### src/rtl/sram_word_array.sv
// sram_word_array: single-port word memory (DEPTH x WIDTH) with a valid/ready
// request channel and a registered valid/ready read-response channel.
// Optional feature macro: SRAM_WORD_ARRAY_INIT_CLEAR_EN. When it is defined,
// the array is swept to zero after every reset, and requests are held off
// until the sweep finishes. When it is undefined, contents are unknown until
// they are written.
//
// Handshake rules: a beat transfers on a rising edge where valid && ready.
// The sender keeps valid and its payload stable until the transfer. The
// receiver's ready never depends on valid. rsp_rdata stays stable while
// rsp_valid && !rsp_ready.
module sram_word_array #(
  parameter int WIDTH  = 8,
  parameter int DEPTH  = 16,
  parameter int ADDR_W = $clog2(DEPTH)
) (
  input  logic              clk,
  input  logic              rst_n,
  input  logic              req_valid,
  output logic              req_ready,
  input  logic              req_write,
  input  logic [ADDR_W-1:0] req_addr,
  input  logic [WIDTH-1:0]  req_wdata,
  output logic              rsp_valid,
  input  logic              rsp_ready,
  output logic [WIDTH-1:0]  rsp_rdata,
  output logic              init_done
);

`ifdef SRAM_WORD_ARRAY_INIT_CLEAR_EN
  typedef enum logic [1:0] {
    ST_INIT = 2'd0,
    ST_IDLE = 2'd1,
    ST_RESP = 2'd2
  } state_e;
  localparam state_e ST_RST = ST_INIT;
  localparam logic [ADDR_W-1:0] CLR_LAST = ADDR_W'(DEPTH - 1);
`else
  typedef enum logic [1:0] {
    ST_IDLE = 2'd1,
    ST_RESP = 2'd2
  } state_e;
  localparam state_e ST_RST = ST_IDLE;
`endif

  localparam logic [ADDR_W:0] DEPTH_X = (ADDR_W + 1)'(DEPTH);

  state_e             state_q;
  logic               rsp_valid_q;
  logic [WIDTH-1:0]   rsp_rdata_q;
`ifdef SRAM_WORD_ARRAY_INIT_CLEAR_EN
  logic [ADDR_W-1:0]  clr_cnt_q;
  logic               init_done_q;
`endif

  logic [WIDTH-1:0]   mem_q [DEPTH];

  logic               in_range;
  logic [ADDR_W-1:0]  acc_addr;
  logic [WIDTH-1:0]   rd_word;
  logic               req_fire;
  logic               rd_fire;
  logic               wr_fire;

  // Ready depends only on state and the consumer's ready; a held response
  // blocks new requests unless it is being taken this cycle. Gating with
  // rst_n keeps ready low while reset is asserted even when the reset state
  // is IDLE.
  assign req_ready = rst_n &&
                     ((state_q == ST_IDLE) || ((state_q == ST_RESP) && rsp_ready));

  assign req_fire  = req_valid && req_ready;
  assign rd_fire   = req_fire && !req_write;
  assign wr_fire   = req_fire && req_write;

  // Addresses beyond DEPTH are accepted. Writes to them are dropped and reads
  // of them return zero. The array index is clamped so that it never leaves
  // the array.
  assign in_range  = ({1'b0, req_addr} < DEPTH_X);
  assign acc_addr  = in_range ? req_addr : '0;
  assign rd_word   = in_range ? mem_q[acc_addr] : '0;

  assign rsp_valid = rsp_valid_q;
  assign rsp_rdata = rsp_rdata_q;

`ifdef SRAM_WORD_ARRAY_INIT_CLEAR_EN
  assign init_done = init_done_q;
`else
  assign init_done = 1'b1;
`endif

  // Control FSM: clear sweep (optional), idle, and response-held states,
  // together with the registered response outputs.
  always_ff @(posedge clk or negedge rst_n) begin
    if (!rst_n) begin
      state_q     <= ST_RST;
      rsp_valid_q <= 1'b0;
      rsp_rdata_q <= '0;
`ifdef SRAM_WORD_ARRAY_INIT_CLEAR_EN
      clr_cnt_q   <= '0;
      init_done_q <= 1'b0;
`endif
    end else begin
      case (state_q)
`ifdef SRAM_WORD_ARRAY_INIT_CLEAR_EN
        ST_INIT: begin
          if (clr_cnt_q == CLR_LAST) begin
            state_q     <= ST_IDLE;
            init_done_q <= 1'b1;
          end else begin
            clr_cnt_q <= clr_cnt_q + ADDR_W'(1);
          end
        end
`endif
        ST_IDLE: begin
          if (rd_fire) begin
            rsp_rdata_q <= rd_word;
            rsp_valid_q <= 1'b1;
            state_q     <= ST_RESP;
          end
        end
        ST_RESP: begin
          // A read can only be accepted here when rsp_ready is high. In that
          // case the old word leaves and the new word replaces it in the
          // same cycle.
          if (rd_fire) begin
            rsp_rdata_q <= rd_word;
          end else if (rsp_ready) begin
            rsp_valid_q <= 1'b0;
            state_q     <= ST_IDLE;
          end
        end
        default: begin
          state_q     <= ST_IDLE;
          rsp_valid_q <= 1'b0;
        end
      endcase
    end
  end

  // Storage array: the clear sweep has priority, then accepted in-range
  // writes. There is deliberately no reset, so contents survive rst_n.
  always_ff @(posedge clk) begin
`ifdef SRAM_WORD_ARRAY_INIT_CLEAR_EN
    if (state_q == ST_INIT) begin
      mem_q[clr_cnt_q] <= '0;
    end else
`endif
    if (wr_fire && in_range) begin
      mem_q[acc_addr] <= req_wdata;
    end
  end

endmodule

### config.mk
export PLATFORM = sky130hd
export DESIGN_NAME = sram_word_array
export DESIGN_NICKNAME = d
export VERILOG_FILES = /design/src/rtl/sram_word_array.sv
export SDC_FILE = /design/constraint.sdc
export NUM_CORES = 1
export LEC_CHECK = 0
export CAP_MARGIN = 30
export CORE_MARGIN = 5
export CORE_UTILIZATION = 50
export DETAILED_ROUTE_END_ITERATION = 7
export PLACE_DENSITY = 0.7
export SLEW_MARGIN = 20
export SYNTH_ARGS = -nofsm -noshare
export SYNTH_HDL_FRONTEND = slang
export SYNTH_SLANG_ARGS = --single-unit
### constraint.sdc
create_clock -name clk -period 2.4 [get_ports clk]
set_clock_uncertainty 0.15 [all_clocks]
set_input_delay 0.36 -clock clk [delete_from_list [all_inputs] [get_ports clk]]
set_output_delay 0.36 -clock clk [all_outputs]
set_load 0.02 [all_outputs]
==> results by group <==
Run status
  • Status: finished, final reports clean

Placed design
  • Port-buffer cells: 26
  • Final estimated routing congestion in global placement: 0.781
  • Dpl hpwl: 7620 um
  • Placed insts: 450
  • Setup slack at placement: 50.2 ps

CTS
  • Max Root-Sink Buffers: 2
  • H-tree levels: 4
  • CTS tree: yes
  • Root Driver: clkbuf_8
  • CTS buffer count: 17
  • CTS sink count: around 140
  • CTS Hold Bufs: 0
  • Clock latency on the worst-skew pair: 520 ps
  • Reg clk slew, reported paths: 60 ps

Run
  • Max Cap Viol: 0

Setup path
  • Setup crit start kind: flip-flop
  • Required @ worst endpoint: 1890 ps
  • Crit. End Element: output port
  • Arr. time, crit path: 1800 ps
  • CP Class: reg -> out
  • Crit-path max FO: 2

Synthesis
  • EDFF count, synth: about 130
  • Syn Nets: between 200 and 300
  • Syn. warnings: 0
  • Post-Syn Instances: ~260
  • Netlist Area Pre-Place: about 5500 um^2
  • Mean post-synth cell area: between 20 and 25 um^2
  • Yosys reg bits: 138
  • Synth Flop Type: edfxtp_1
  • Async set-or-reset flop fraction in the synthesized netlist: 7.25%
  • Yosys cell types: 34
  • Sequential-to-total area share from yosys stat: 74.2%

Min path
  • Hold Crit Class: in -> async

Power
  • Static Leak: 2.33 nW
  • Pwr Density: slightly above 900 nW/um^2
  • Max VDD drop: 0.693 mV

Global route
  • Met3 Use GR: 5.58%
  • Largest net degree at the start of global routing: 34
  • All-layer global routing usage: around 18%
  • Gr ovfl total: 0
  • M1 GR Usage: 24.0%
  • Global routing usage on met2: between 20% and 30%
  • Initial antenna violation count: 0
  • Layer with the highest usage: met2
  • Vias in the first global route: 2873
  • First-pass GRT wire length: roughly 17000 um

Drt
  • Initial DRC count: 220
  • Wire length per cell: approximately 23 um
  • Residual DRC: 0
  • Routed wire length: 11000 um
  • Post-route antenna net violation count: 0
  • Vias: 2779
  • Post-DR vias/cell: 5.75
  • Drt pass-1 iters: 4

STA
  • Period utilization: 96.4%
  • Setup violators final: 0
  • Hold Fails Final Rpt: 0
  • Fmax: 432 MHz
  • Setup tns final: 0 ps
  • Final worst setup slack: about 87 ps
  • RSZ-0062 raised after global routing: no
  • Worst-Margin Slew: 634 ps
  • Max-slew headroom: 57.6%
  • Final min period: 2310 ps
  • Slew Viols, Final: 0

Die
  • Core ar.: 10800 um^2
  • DIE HEIGHT: 115 um
  • # IOs: 28
  • Die X: 115 um
  • Cell row count: 38
  • Initial Util: roughly half
  • Die outline area: 13200 um^2

Final layout
  • FF+latch area: just over 4000 um^2
  • Area Growth Syn to Fin: 22.7%
  • Share of layout cells above drive strength 1: 36.7%
  • Fin cells: 483
  • Fill count: 783
  • Diodes inserted: 0
  • Final #Nets: roughly 350
  • Area occupied by multi-input gates: 1330 um^2
-- cell usage after synthesis (2+ instances only) --
cell / instances / area, um^2
buf_2: 6 / 30.0
dfrtp_1: 9 / 225
edfxtp_1: 128 / 3840
mux4_2: 29 / 653
mux4_1: 3 / 78.8
buf_6: 2 / 22.5
nand2b_1: 3 / 18.8
nand2_1: 3 / 11.3
ha_1: 2 / 25.0
o22ai_1: 2 / 12.5
nor2_1: 25 / 93.8
mux2i_1: 9 / 90.1
a221oi_2: 8 / 120
inv_1: 2 / 7.51
o22ai_2: 6 / 75.1
buf_4: 2 / 15.0
-- stage by stage --
step                      hold slack (ps)  util (%)  instance area (um^2)  total power, mW
after floorplan                     -85.6         -                  5520             3.33
after global placement                337      57.0                  6170             3.66
after detailed placement              353      57.0                  6170             3.69
after CTS                             150      62.4                  6760             6.20
after global routing                  162      62.5                  6780             6.40
final                                 171      62.5                  6780             6.16
-- where the power goes --
| group | switching (mW) | total (mW) | internal [mW] | leakage [nW] |
|---|---|---|---|---|
| clock network | 1.02 | 2.51 | 1.49 | 0.277 |
| registers | 0.0519 | 2.79 | 2.73 | 1.26 |
| logic | 0.463 | 0.867 | 0.404 | 0.788 |
-- final timing paths --
| kind | depth (start not counted) | startpoint | slack (ps) | endpoint |
|---|---|---|---|---|
| worst min-delay path | 2 | rst_n | 170 | rsp_rdata[2] |
| worst max-delay path | 5 | state_q[0] | 90 | req_ready |
| min in group clk | 2 | state_q[0] | 360 | state_q[0] |
| worst max register to register | 7 | state_q[0] | 100 | mem_q[15][4] |
| max in group asynchronous | 2 | rst_n | 1690 | state_q[0] |
| worst min register to register | 2 | state_q[0] | 360 | state_q[0] |
-- placed cells by master, fill, tap and decap left out, drive strengths merged, types with 2 or more instances in the layout --
master,count
bufinv,2
nand2,3
clkdlybuf4s50,24
mux4,32
ha,2
clkinvlp,2
nor2,25
mux2i,9
edfxtp,128
nand2b,3
o22ai,8
clkinv,6
buf,43
inv,7
a221oi,8
clkbuf,17
dfrtp,9
-- state kept, by name, summed over array words and instances (netlist names) --
| signal | cells |
|---|---|
| mem_q | 128 |
| rsp_rdata | 8 |
| state_q | 2 |
-- cell families after synthesis --
group / count (synthesis) / synth area share, %
flip-flops: 138 / 74.2
multiplexers: 42 / 15.1
AND/OR/NAND/NOR: 39 / 3.78
AO/OA/AOI/OAI: 19 / 4.30
buffers and inverters: 16 / 2.15
adder cells (fa/ha/maj): 2 / 0.453
other: 1 / 0.0679
-- final cells by class --
type                       count  share of cell area, %
inverter                       2                  0.111
sequential                   138                   60.4
timing repair buffer          68                   8.79
tap                          140                   2.58
clock buffer                  17                   6.11
clock inverter                15                   2.42
multi-input combinational    103                   19.6
-- critical path: stages (launching register included) --
cell and delay [ps]:
dfstp_2 530, inv_1 50, ha_1 220, a21oi_4 140
nor2b_1 50, clkdlybuf4s15_1 280
-- layer usage --
layer  wire (um)  part of all wire, %
met3         650                  5.9
met4         165                  1.5
met1        4520                   41
met5           0                    0
met2        5620                   51
-- what timing repair did --
action                                  4_1_cts  5_1_grt
setup buffers                                 1        0
gates resized for setup                       1        6
pin swaps                                     1        3
gates cloned                                  0        0
endpoints found under the setup margin        1       48
(Power assumes the default switching activity.)
